`src/rtl/up_pkg.sv`:
```
// Fixed-point helpers shared by the DNN training datapath stages (FF, BP, UP).
// Latency: pure functions, combinational.
// Backpressure: none.
// Contents: default word format, etapos code width, and saturating
// arithmetic on a common wide signed type (calc_t). Callers sign-extend
// their operands into calc_t and narrow the result with a size cast.
package up_pkg;

   localparam int UP_WIDTH     = 12;
   localparam int UP_INT_BITS  = 3;
   localparam int UP_FRAC_BITS = UP_WIDTH - UP_INT_BITS - 1;
   // Wide enough for a full-precision width x width product plus rounding
   // headroom for any width up to 15 bits.
   localparam int UP_CALC_W    = 32;

   typedef logic signed [UP_CALC_W-1:0] calc_t;

   function automatic int up_frac_bits(input int width, input int int_bits);
      return width - int_bits - 1;
   endfunction

   // etapos must be able to encode 0..frac_bits+1.
   function automatic int up_etapos_w(input int frac_bits);
      return $clog2(frac_bits + 2);
   endfunction

   // Clamp x to the signed range of a w-bit word.
   function automatic calc_t fxp_sat(input calc_t x, input int w);
      calc_t hi;
      calc_t lo;
      hi = (calc_t'(1) <<< (w - 1)) - calc_t'(1);
      lo = -hi - calc_t'(1);
      if (x > hi)      return hi;
      else if (x < lo) return lo;
      else             return x;
   endfunction

   // Negate and clamp, so that -(most negative) becomes the most positive.
   function automatic calc_t fxp_neg_sat(input calc_t x, input int w);
      return fxp_sat(-x, w);
   endfunction

   // Arithmetic right shift by s, rounding to nearest with ties away from
   // zero. For negative x the bias is half-1, so an exact -0.5 still
   // floors down to -1 while anything above it rounds towards zero.
   function automatic calc_t fxp_rshift_round(input calc_t x, input int s);
      calc_t half;
      if (s <= 0) return x;
      half = calc_t'(1) <<< (s - 1);
      if (x < 0) return (x + half - calc_t'(1)) >>> s;
      else       return (x + half) >>> s;
   endfunction

endpackage

```
`src/rtl/up_weight_unit.sv`:
```
// One weight lane: wt_nxt = sat(wt + sat(-sat(round(act*ed >> frac_bits)))).
// Latency: combinational; the parent registers the result.
// Backpressure: none.
// Ports: i_ed   scaled delta of the owning neuron (eta already applied)
//        i_act  activation feeding this weight
//        i_wt   current weight
//        o_wt_nxt updated weight
module up_weight_unit
   import up_pkg::*;
#(
   parameter int width     = UP_WIDTH,
   parameter int frac_bits = UP_FRAC_BITS
)(
   input  logic signed [width-1:0] i_ed,
   input  logic signed [width-1:0] i_act,
   input  logic signed [width-1:0] i_wt,
   output logic signed [width-1:0] o_wt_nxt
);

   calc_t w_prod;
   calc_t w_m;
   calc_t w_dw;
   calc_t w_sum;

   // Product keeps 2*frac_bits of fraction; round back to frac_bits.
   assign w_prod   = calc_t'(i_act) * calc_t'(i_ed);
   assign w_m      = fxp_sat(fxp_rshift_round(w_prod, frac_bits), width);
   assign w_dw     = fxp_neg_sat(w_m, width);
   assign w_sum    = calc_t'(i_wt) + w_dw;
   assign o_wt_nxt = width'(fxp_sat(w_sum, width));

endmodule

```
`src/rtl/up_processor_set.sv`:
```
// Update stage: z weight and z/fi bias gradient-descent steps per cycle, eta = 2^-(etapos-1).
// Latency: 1 cycle, inputs sampled every rising edge, outputs registered.
// Backpressure: none; no handshake or stall, a new set is accepted every cycle.
// Ports: clk, reset (async active-low, clears outputs), etapos (rate code),
//        act_in/wt (z lanes), del_in/bias (z/fi lanes), wt_UP/bias_UP (registered).
// etapos of 0 or above frac_bits+1 passes wt/bias through unchanged.
module up_processor_set
   import up_pkg::*;
#(
   parameter int fi        = 2,
   parameter int z         = 4,
   parameter int width     = UP_WIDTH,
   parameter int int_bits  = UP_INT_BITS,
   localparam int frac_bits = up_frac_bits(width, int_bits),
   localparam int ew        = up_etapos_w(frac_bits),
   localparam int nb        = z / fi
)(
   input  logic                      clk,
   input  logic                      reset,
   input  logic [ew-1:0]             etapos,
   input  logic [z-1:0][width-1:0]   act_in,
   input  logic [nb-1:0][width-1:0]  del_in,
   input  logic [z-1:0][width-1:0]   wt,
   input  logic [nb-1:0][width-1:0]  bias,
   output logic [z-1:0][width-1:0]   wt_UP,
   output logic [nb-1:0][width-1:0]  bias_UP
);

   logic                     w_upd;
   int                       w_shift;
   logic [nb-1:0][width-1:0] w_ed;
   logic [nb-1:0][width-1:0] w_bias_nxt;
   logic [z-1:0][width-1:0]  w_wt_nxt;
   logic [nb-1:0][width-1:0] w_bias_d;
   logic [z-1:0][width-1:0]  w_wt_d;
   logic [z-1:0][width-1:0]  r_wt_UP;
   logic [nb-1:0][width-1:0] r_bias_UP;

   assign w_upd   = (etapos != '0) && (int'(etapos) <= frac_bits + 1);
   assign w_shift = w_upd ? int'(etapos) - 1 : 0;

   // Bias lanes: ed = round(del >>> s) cannot overflow, then bias - ed with
   // the negation and the sum each saturated.
   for (genvar j = 0; j < nb; j++) begin : g_bias
      assign w_ed[j] = width'(fxp_rshift_round(calc_t'($signed(del_in[j])), w_shift));
      assign w_bias_nxt[j] = width'(fxp_sat(calc_t'($signed(bias[j]))
                                + fxp_neg_sat(calc_t'($signed(w_ed[j])), width), width));
      assign w_bias_d[j] = w_upd ? w_bias_nxt[j] : bias[j];
   end

   // Weight i belongs to neuron i/fi and shares that neuron's scaled delta.
   for (genvar i = 0; i < z; i++) begin : g_wt
      up_weight_unit #(
         .width     (width),
         .frac_bits (frac_bits)
      ) u_wt (
         .i_ed     ($signed(w_ed[i / fi])),
         .i_act    ($signed(act_in[i])),
         .i_wt     ($signed(wt[i])),
         .o_wt_nxt (w_wt_nxt[i])
      );
      assign w_wt_d[i] = w_upd ? w_wt_nxt[i] : wt[i];
   end

   always_ff @(posedge clk or negedge reset) begin
      if (!reset) begin
         r_wt_UP   <= '0;
         r_bias_UP <= '0;
      end else begin
         r_wt_UP   <= w_wt_d;
         r_bias_UP <= w_bias_d;
      end
   end

   assign wt_UP   = r_wt_UP;
   assign bias_UP = r_bias_UP;

endmodule

```
`config.mk`:
```
export PLATFORM = sky130hd
export DESIGN_NAME = up_processor_set
export DESIGN_NICKNAME = d
export VERILOG_FILES = /design/src/rtl/up_pkg.sv /design/src/rtl/up_weight_unit.sv /design/src/rtl/up_processor_set.sv
export SDC_FILE = /design/constraint.sdc
export NUM_CORES = 2
export LEC_CHECK = 0
export CORE_MARGIN = 2
export CORE_UTILIZATION = 59
export CTS_BUF_LIST = sky130_fd_sc_hd__clkbuf_4 sky130_fd_sc_hd__clkbuf_8
export CTS_CLUSTER_DIAMETER = 60
export DETAILED_ROUTE_END_ITERATION = 7
export MAX_ROUTING_LAYER = met4
export PLACE_DENSITY = 0.81
export SLEW_MARGIN = 20
export SYNTH_ARGS = -nofsm -noshare
export SYNTH_HDL_FRONTEND = slang
export SYNTH_SLANG_ARGS = --single-unit
export TNS_END_PERCENT = 5
```
`constraint.sdc`:
```
create_clock -name clk -period 0.8 [get_ports clk]
set_input_delay 0.08 -clock clk [delete_from_list [all_inputs] [get_ports clk]]
set_output_delay 0.08 -clock clk [all_outputs]
set_load 0.05 [all_outputs]
```
==> qor.tcl, run 1 <==
set qor(first_global_vias) 70930
set qor(mappedNetlistArea_sq_um) 50640
set qor(io_buffer_count) 221
set qor(overflow) 1
set qor(start_util) 0.5947
set qor(post_synth_edffs) 0
set qor(gr-usage-all-layers) 0.5910
set qor(haltStage) {global routing}
set qor(postSynthAreaPerCell_sq_um) 7.572
set qor(cts_max_path_buffers) 2
set qor(cts_sinks) 72
set qor(hpwl_um) 169900
set qor(post_synthesis_sequential_area_ratio) 0.03558
set qor(die_x_um) 297.0
set qor(synthCells) 6687
set qor(largest_net_degree_at_the_start_of_global_routing) 59
set qor(yosys_warnings) 0
set qor(status) {aborted with a tool error}
set qor(postSynth.topFlopCell) {sky130_fd_sc_hd__dfrtp_1}
set qor(num_io_pins) 222
set qor(flow.first_error) {[ERROR GRT-0116] Global routing finished with congestion. Check the congestion regions in the DRC Viewer.}
set qor(number_of_distinct_library_cells_after_synthesis) 138
set qor(global_placer_s_final_weighted_congestion) 1.038
set qor(cts-htree-levels) 3
set qor(clk_root_buffer_cell) {sky130_fd_sc_hd__clkbuf_8}
set qor(row_count) 107
set qor(cts-buffers-inserted) 9
set qor(synth_async_sr_flop_share) 1.000
set qor(synth_seq_cells) 72
set qor(fp.dieH_um) 297.0
set qor(first_pass_grt_wire_length_um) 390700
cell usage after synthesis, types with 25 or more instances:
cell type,n,area [sq um]
sky130_fd_sc_hd__nor2_1,466,1749
sky130_fd_sc_hd__dfrtp_1,72,1802
sky130_fd_sc_hd__o21bai_1,56,420.4
sky130_fd_sc_hd__nand2b_1,81,506.7
sky130_fd_sc_hd__nor4_1,61,381.6
sky130_fd_sc_hd__nand3b_1,35,262.8
sky130_fd_sc_hd__ha_1,476,5956
sky130_fd_sc_hd__and2_1,220,1376
sky130_fd_sc_hd__or3_1,47,294.0
sky130_fd_sc_hd__and3_1,73,456.7
sky130_fd_sc_hd__nor2b_1,107,669.4
sky130_fd_sc_hd__or2_2,61,381.6
sky130_fd_sc_hd__o21ai_0,278,1391
sky130_fd_sc_hd__a221o_1,25,250.2
sky130_fd_sc_hd__a21o_1,88,660.6
sky130_fd_sc_hd__nand4_1,74,462.9
sky130_fd_sc_hd__o31ai_1,42,315.3
sky130_fd_sc_hd__nand3_1,185,925.9
sky130_fd_sc_hd__clkbuf_1,250,938.4
sky130_fd_sc_hd__nor3_1,197,986.0
sky130_fd_sc_hd__inv_1,876,3288
sky130_fd_sc_hd__a31oi_1,66,412.9
sky130_fd_sc_hd__a211oi_1,49,367.9
sky130_fd_sc_hd__xnor2_1,324,2838
sky130_fd_sc_hd__a21boi_0,74,555.5
sky130_fd_sc_hd__mux2i_1,34,340.3
sky130_fd_sc_hd__o21a_1,79,593.1
sky130_fd_sc_hd__nand2_1,659,2474
sky130_fd_sc_hd__fa_1,562,11250
sky130_fd_sc_hd__xor2_1,124,1086
sky130_fd_sc_hd__a21oi_1,386,1932
sky130_fd_sc_hd__o211ai_1,54,405.4
metrics by stage:
| stage | hold slack, ns | instances | setup slack, ns | TNS, ns | area [sq um] |
|---|---|---|---|---|---|
| 2_1_floorplan | -0.2156 | 6698 | -18.47 | -1209.13 | 52310 |
| 3_3_place_gp | 0.07332 | 9829 | -19.52 | -1276.63 | 71010 |
| 3_5_place_dp | 0.08256 | 9829 | -20.50 | -1334.71 | 71010 |
| 4_1_cts | 0.06250 | 9922 | -19.01 | -1270.91 | 72620 |
routing by layer:
| layer | global-route usage | overflow |
|---|---|---|
| met1 | 0.6106 | 0 |
| met2 | 0.8144 | 1 |
| met3 | 0.3209 | 0 |
| met4 | 0.5014 | 0 |
| met5 | - | - |
cells by family after synthesis:
| kind of cell | synth area share |
|---|---|
| and+or+nand+nor | 0.2377 |
| muxes | 0.009958 |
| xor gates and xnor gates | 0.08258 |
| adders and majority gates | 0.3408 |
| DFF | 0.03558 |
| AOI/OAI and AO/OA | 0.2060 |
| buffers and inverters | 0.08722 |
| other | 0.00007406 |
repair_timing:
| action | 4_1_cts |
|---|---|
| setup buffers | 75 |
| endpoints found under the setup margin | 144 |
| resized for setup | 204 |
| cloned | 2 |
| hold buffers | 1 |
| pin swaps | 89 |
| hold endpoints to repair | 72 |
==> run 2, diff against run 1 <==
--- a/config.mk
+++ b/config.mk
@@ -6,12 +6,9 @@
 export NUM_CORES = 2
 export LEC_CHECK = 0
 export CORE_MARGIN = 2
-export CORE_UTILIZATION = 59
-export CTS_BUF_LIST = sky130_fd_sc_hd__clkbuf_4 sky130_fd_sc_hd__clkbuf_8
-export CTS_CLUSTER_DIAMETER = 60
+export CORE_UTILIZATION = 40
 export DETAILED_ROUTE_END_ITERATION = 7
-export MAX_ROUTING_LAYER = met4
-export PLACE_DENSITY = 0.81
+export PLACE_DENSITY_LB_ADDON = 0.15
 export SLEW_MARGIN = 20
 export SYNTH_ARGS = -nofsm -noshare
 export SYNTH_HDL_FRONTEND = slang
==> constraint.sdc (replaced) <==
create_clock -name clk -period 1 [get_ports clk]
set_input_delay 0.1 -clock clk [delete_from_list [all_inputs] [get_ports clk]]
set_output_delay 0.1 -clock clk [all_outputs]
set_load 0.05 [all_outputs]
==> qor.tcl, run 2 <==
set qor(postSynthAreaPerCell_sq_um) 7.572
set qor(detail_route.drc_violations) 0
set qor(place.detailed.instances) 10380
set qor(yosys.area.top_type_share) 0.2222
set qor(drt_iter0_markers) 3444
set qor(setup_slack_ns) -18.64
set qor(synth_seq_cells) 72
set qor(final_net_count) 10020
set qor(worstSetupStartpoint) {etapos[0]}
set qor(post_synth_edffs) 0
set qor(start_util) 0.4032
set qor(synth_adder_area_share) 0.3408
set qor(cpMaxStageDelayCell) {sky130_fd_sc_hd__or4_4}
set qor(cts-buffers-inserted) 9
set qor(cts_max_path_buffers) 2
set qor(row_count) 130
set qor(critical_path_peak_fanout) 10
set qor(synth_async_sr_flop_share) 1.000
set qor(route.detailed.wl_per_inst_um) 17.39
set qor(worstHoldPathType) {in -> async}
set qor(mappedNetlistArea_sq_um) 50640
set qor(worst_slew_margin_rel) 0.3761
set qor(clk_root_buffer_cell) {sky130_fd_sc_hd__clkbuf_16}
set qor(io_buffer_count) 221
set qor(detailedRoute.firstPassIterationCount) 8
set qor(route.antenna.remaining_nets) 0
set qor(vias_per_cell) 5.267
set qor(synth_compound_area_frac) 0.2060
set qor(post_synthesis_sequential_area_ratio) 0.03558
set qor(crit_required_ns) 1.28
set qor(die_area_sq_um) 129500
set qor(violations) {setup timing}
set qor(netlist.top_cell.by_area) {sky130_fd_sc_hd__fa_1}
set qor(cap_viol_max_count) 0
set qor(yosysMostFrequentCell) {sky130_fd_sc_hd__inv_1}
set qor(synthCells) 6687
set qor(grt_setup_unrepaired) {true}
set qor(cts_sinks) 72
set qor(setup_total_negative_slack_ns) -1215.16
set qor(worst-setup-path-type) {in -> reg}
set qor(global_placer_s_final_weighted_congestion) 0.9776
set qor(cp_slowest_stage_delay_ns) 0.53
set qor(final_hold_viol_count) 0
set qor(status) {complete, but fails checks}
set qor(main_combinational_cell_family_by_area_after_synthesis) {adder cells}
set qor(via_count) 55270
set qor(num_io_pins) 222
set qor(core_sq_um) 125600
set qor(overflow) 0
set qor(synth.cells.most_frequent) {sky130_fd_sc_hd__inv_1 (876), sky130_fd_sc_hd__nand2_1 (659), sky130_fd_sc_hd__fa_1 (562)}
set qor(largest_register_ff_count) 48
set qor(hpwl_um) 157100
set qor(fmax_mhz) 50.91
set qor(critPathArrivalTime_ns) 19.93
set qor(finalCritPeriodShare) 19.64
set qor(drive_above_1_share) 0.3289
set qor(slew_viol_final) 0
set qor(tritoncts) {built}
set qor(final_common_cell) {sky130_fd_sc_hd__buf_4}
set qor(clk_pin_slew_ns) 0.10
set qor(number_of_distinct_library_cells_after_synthesis) 138
set qor(cts-htree-levels) 3
set qor(route.final.wire_length_um) 182500
set qor(post_layout_minimum_cycle_time_ns) 19.64
set qor(yosys_warnings) 0
set qor(cp-end-kind) {flop}
set qor(worst-slew-pin-transition_ns) 0.9292
set qor(die_x_um) 359.8
set qor(first_pass_grt_wire_length_um) 294200
set qor(layout.cells.most_common_list) {sky130_fd_sc_hd__buf_4 (2132), sky130_fd_sc_hd__inv_1 (864), sky130_fd_sc_hd__nand2_1 (636)}
set qor(combined_area_of_the_multi_input_logic_cells_sq_um) 47180
set qor(fillCellCount) 11410
set qor(synth_simple_gate_area_frac) 0.2377
set qor(timing.critical_path.mode_cell) {sky130_fd_sc_hd__buf_4}
set qor(post_layout_nonfiller_instances) 10500
set qor(first_global_vias) 55810
set qor(timing.final.setup_violations) 144
set qor(synth-xor-area-share) 0.08258
set qor(antenna_found_initial) 6
set qor(gr-usage-all-layers) 0.2788
set qor(layout_area_overhead_pct) 47.39
set qor(postSynth.topFlopCell) {sky130_fd_sc_hd__dfrtp_1}
set qor(worstSetupStartpointType) {input port}
set qor(post_synthesis_mux_area_share) 0.009958
set qor(largest_net_degree_at_the_start_of_global_routing) 59
set qor(layout.area.seq_sq_um) 1804
set qor(synthTopCellsByArea) {sky130_fd_sc_hd__fa_1 (22%), sky130_fd_sc_hd__ha_1 (12%), sky130_fd_sc_hd__inv_1 (6.5%), sky130_fd_sc_hd__xnor2_1 (5.6%), sky130_fd_sc_hd__nand2_1 (4.9%)}
set qor(fp.dieH_um) 359.8
[run 2: cell counts after synthesis]
Identical to the previous run, type by type.
[run 2: cells by family after synthesis]
kind of cell,Yosys count
simple gates,2384
compound gates,1514
buf+inv,1165
fa+ha+maj,1043
xor+xnor,460
flops,72
mux,48
other cells,1
[run 2: cell type report]
class                           count  share of cell area
Inverter                          880             0.04454
Tap cell                         1650             0.02766
Antenna cell                        4           0.0001341
Timing Repair Buffer             2411              0.2673
Multi-Input combinational cell   5462              0.6321
Clock inverter                      7            0.001073
Clock buffer                        9            0.003018
Sequential cell                    72             0.02417
[run 2: critical path, delay by kind of cell]
family / cells / cell delay (ns)
adders and majority gates: 13 / 3.93
AOI/OAI and AO/OA: 38 / 7.51
xor gates and xnor gates: 3 / 0.46
and+or+nand+nor: 27 / 5.01
buffers and inverters: 21 / 2.72
muxes: 1 / 0.19
[run 2: metal layers]
metal	vias to the layer above	global-route usage	routed length, um
met1	26580	0.3871	84120
met2	1365	0.4618	84080
li1	27120	-	-
met3	199	0.03366	9971
met5	-	0	24
met4	4	0.06327	4298
[run 2: worst paths after layout]
path | to | slack [ns] | cells past startpoint
setup / recovery | wt_UP[27]$_DFF_PN0_ | -18.64 | 103
hold / removal | wt_UP[0]$_DFF_PN0_ | 0.18 | 3
max in group asynchronous | bias_UP[2]$_DFF_PN0_ | 0.42 | 3
min in group clk | wt_UP[0]$_DFF_PN0_ | 0.30 | 3
[run 2: timing repair]
action,4_1_cts,5_1_grt
gates resized for setup,185,154
setup buffers,70,21
cloned,1,1
pin swaps,114,71
hold buffers,1,0
endpoints found under the hold margin,72,0
endpoints found under the setup margin,144,144
[run 2: stage by stage]
step                utilization  worst slack (ns)  area (sq um)  hold slack [ns]
CTS                      0.5876            -18.53         73790           0.1812
floorplan                     -            -18.29         52310          -0.1956
global placement         0.5744            -19.69         72130          0.09699
global route             0.5943            -19.74         74630           0.2115
finish                   0.5944            -18.64         74630           0.1813
detailed placement       0.5744            -19.90         72130           0.1036
Power of run 2 is not shown: default switching activity piles up to over one toggle a cycle in this logic, so the estimate is an artifact.
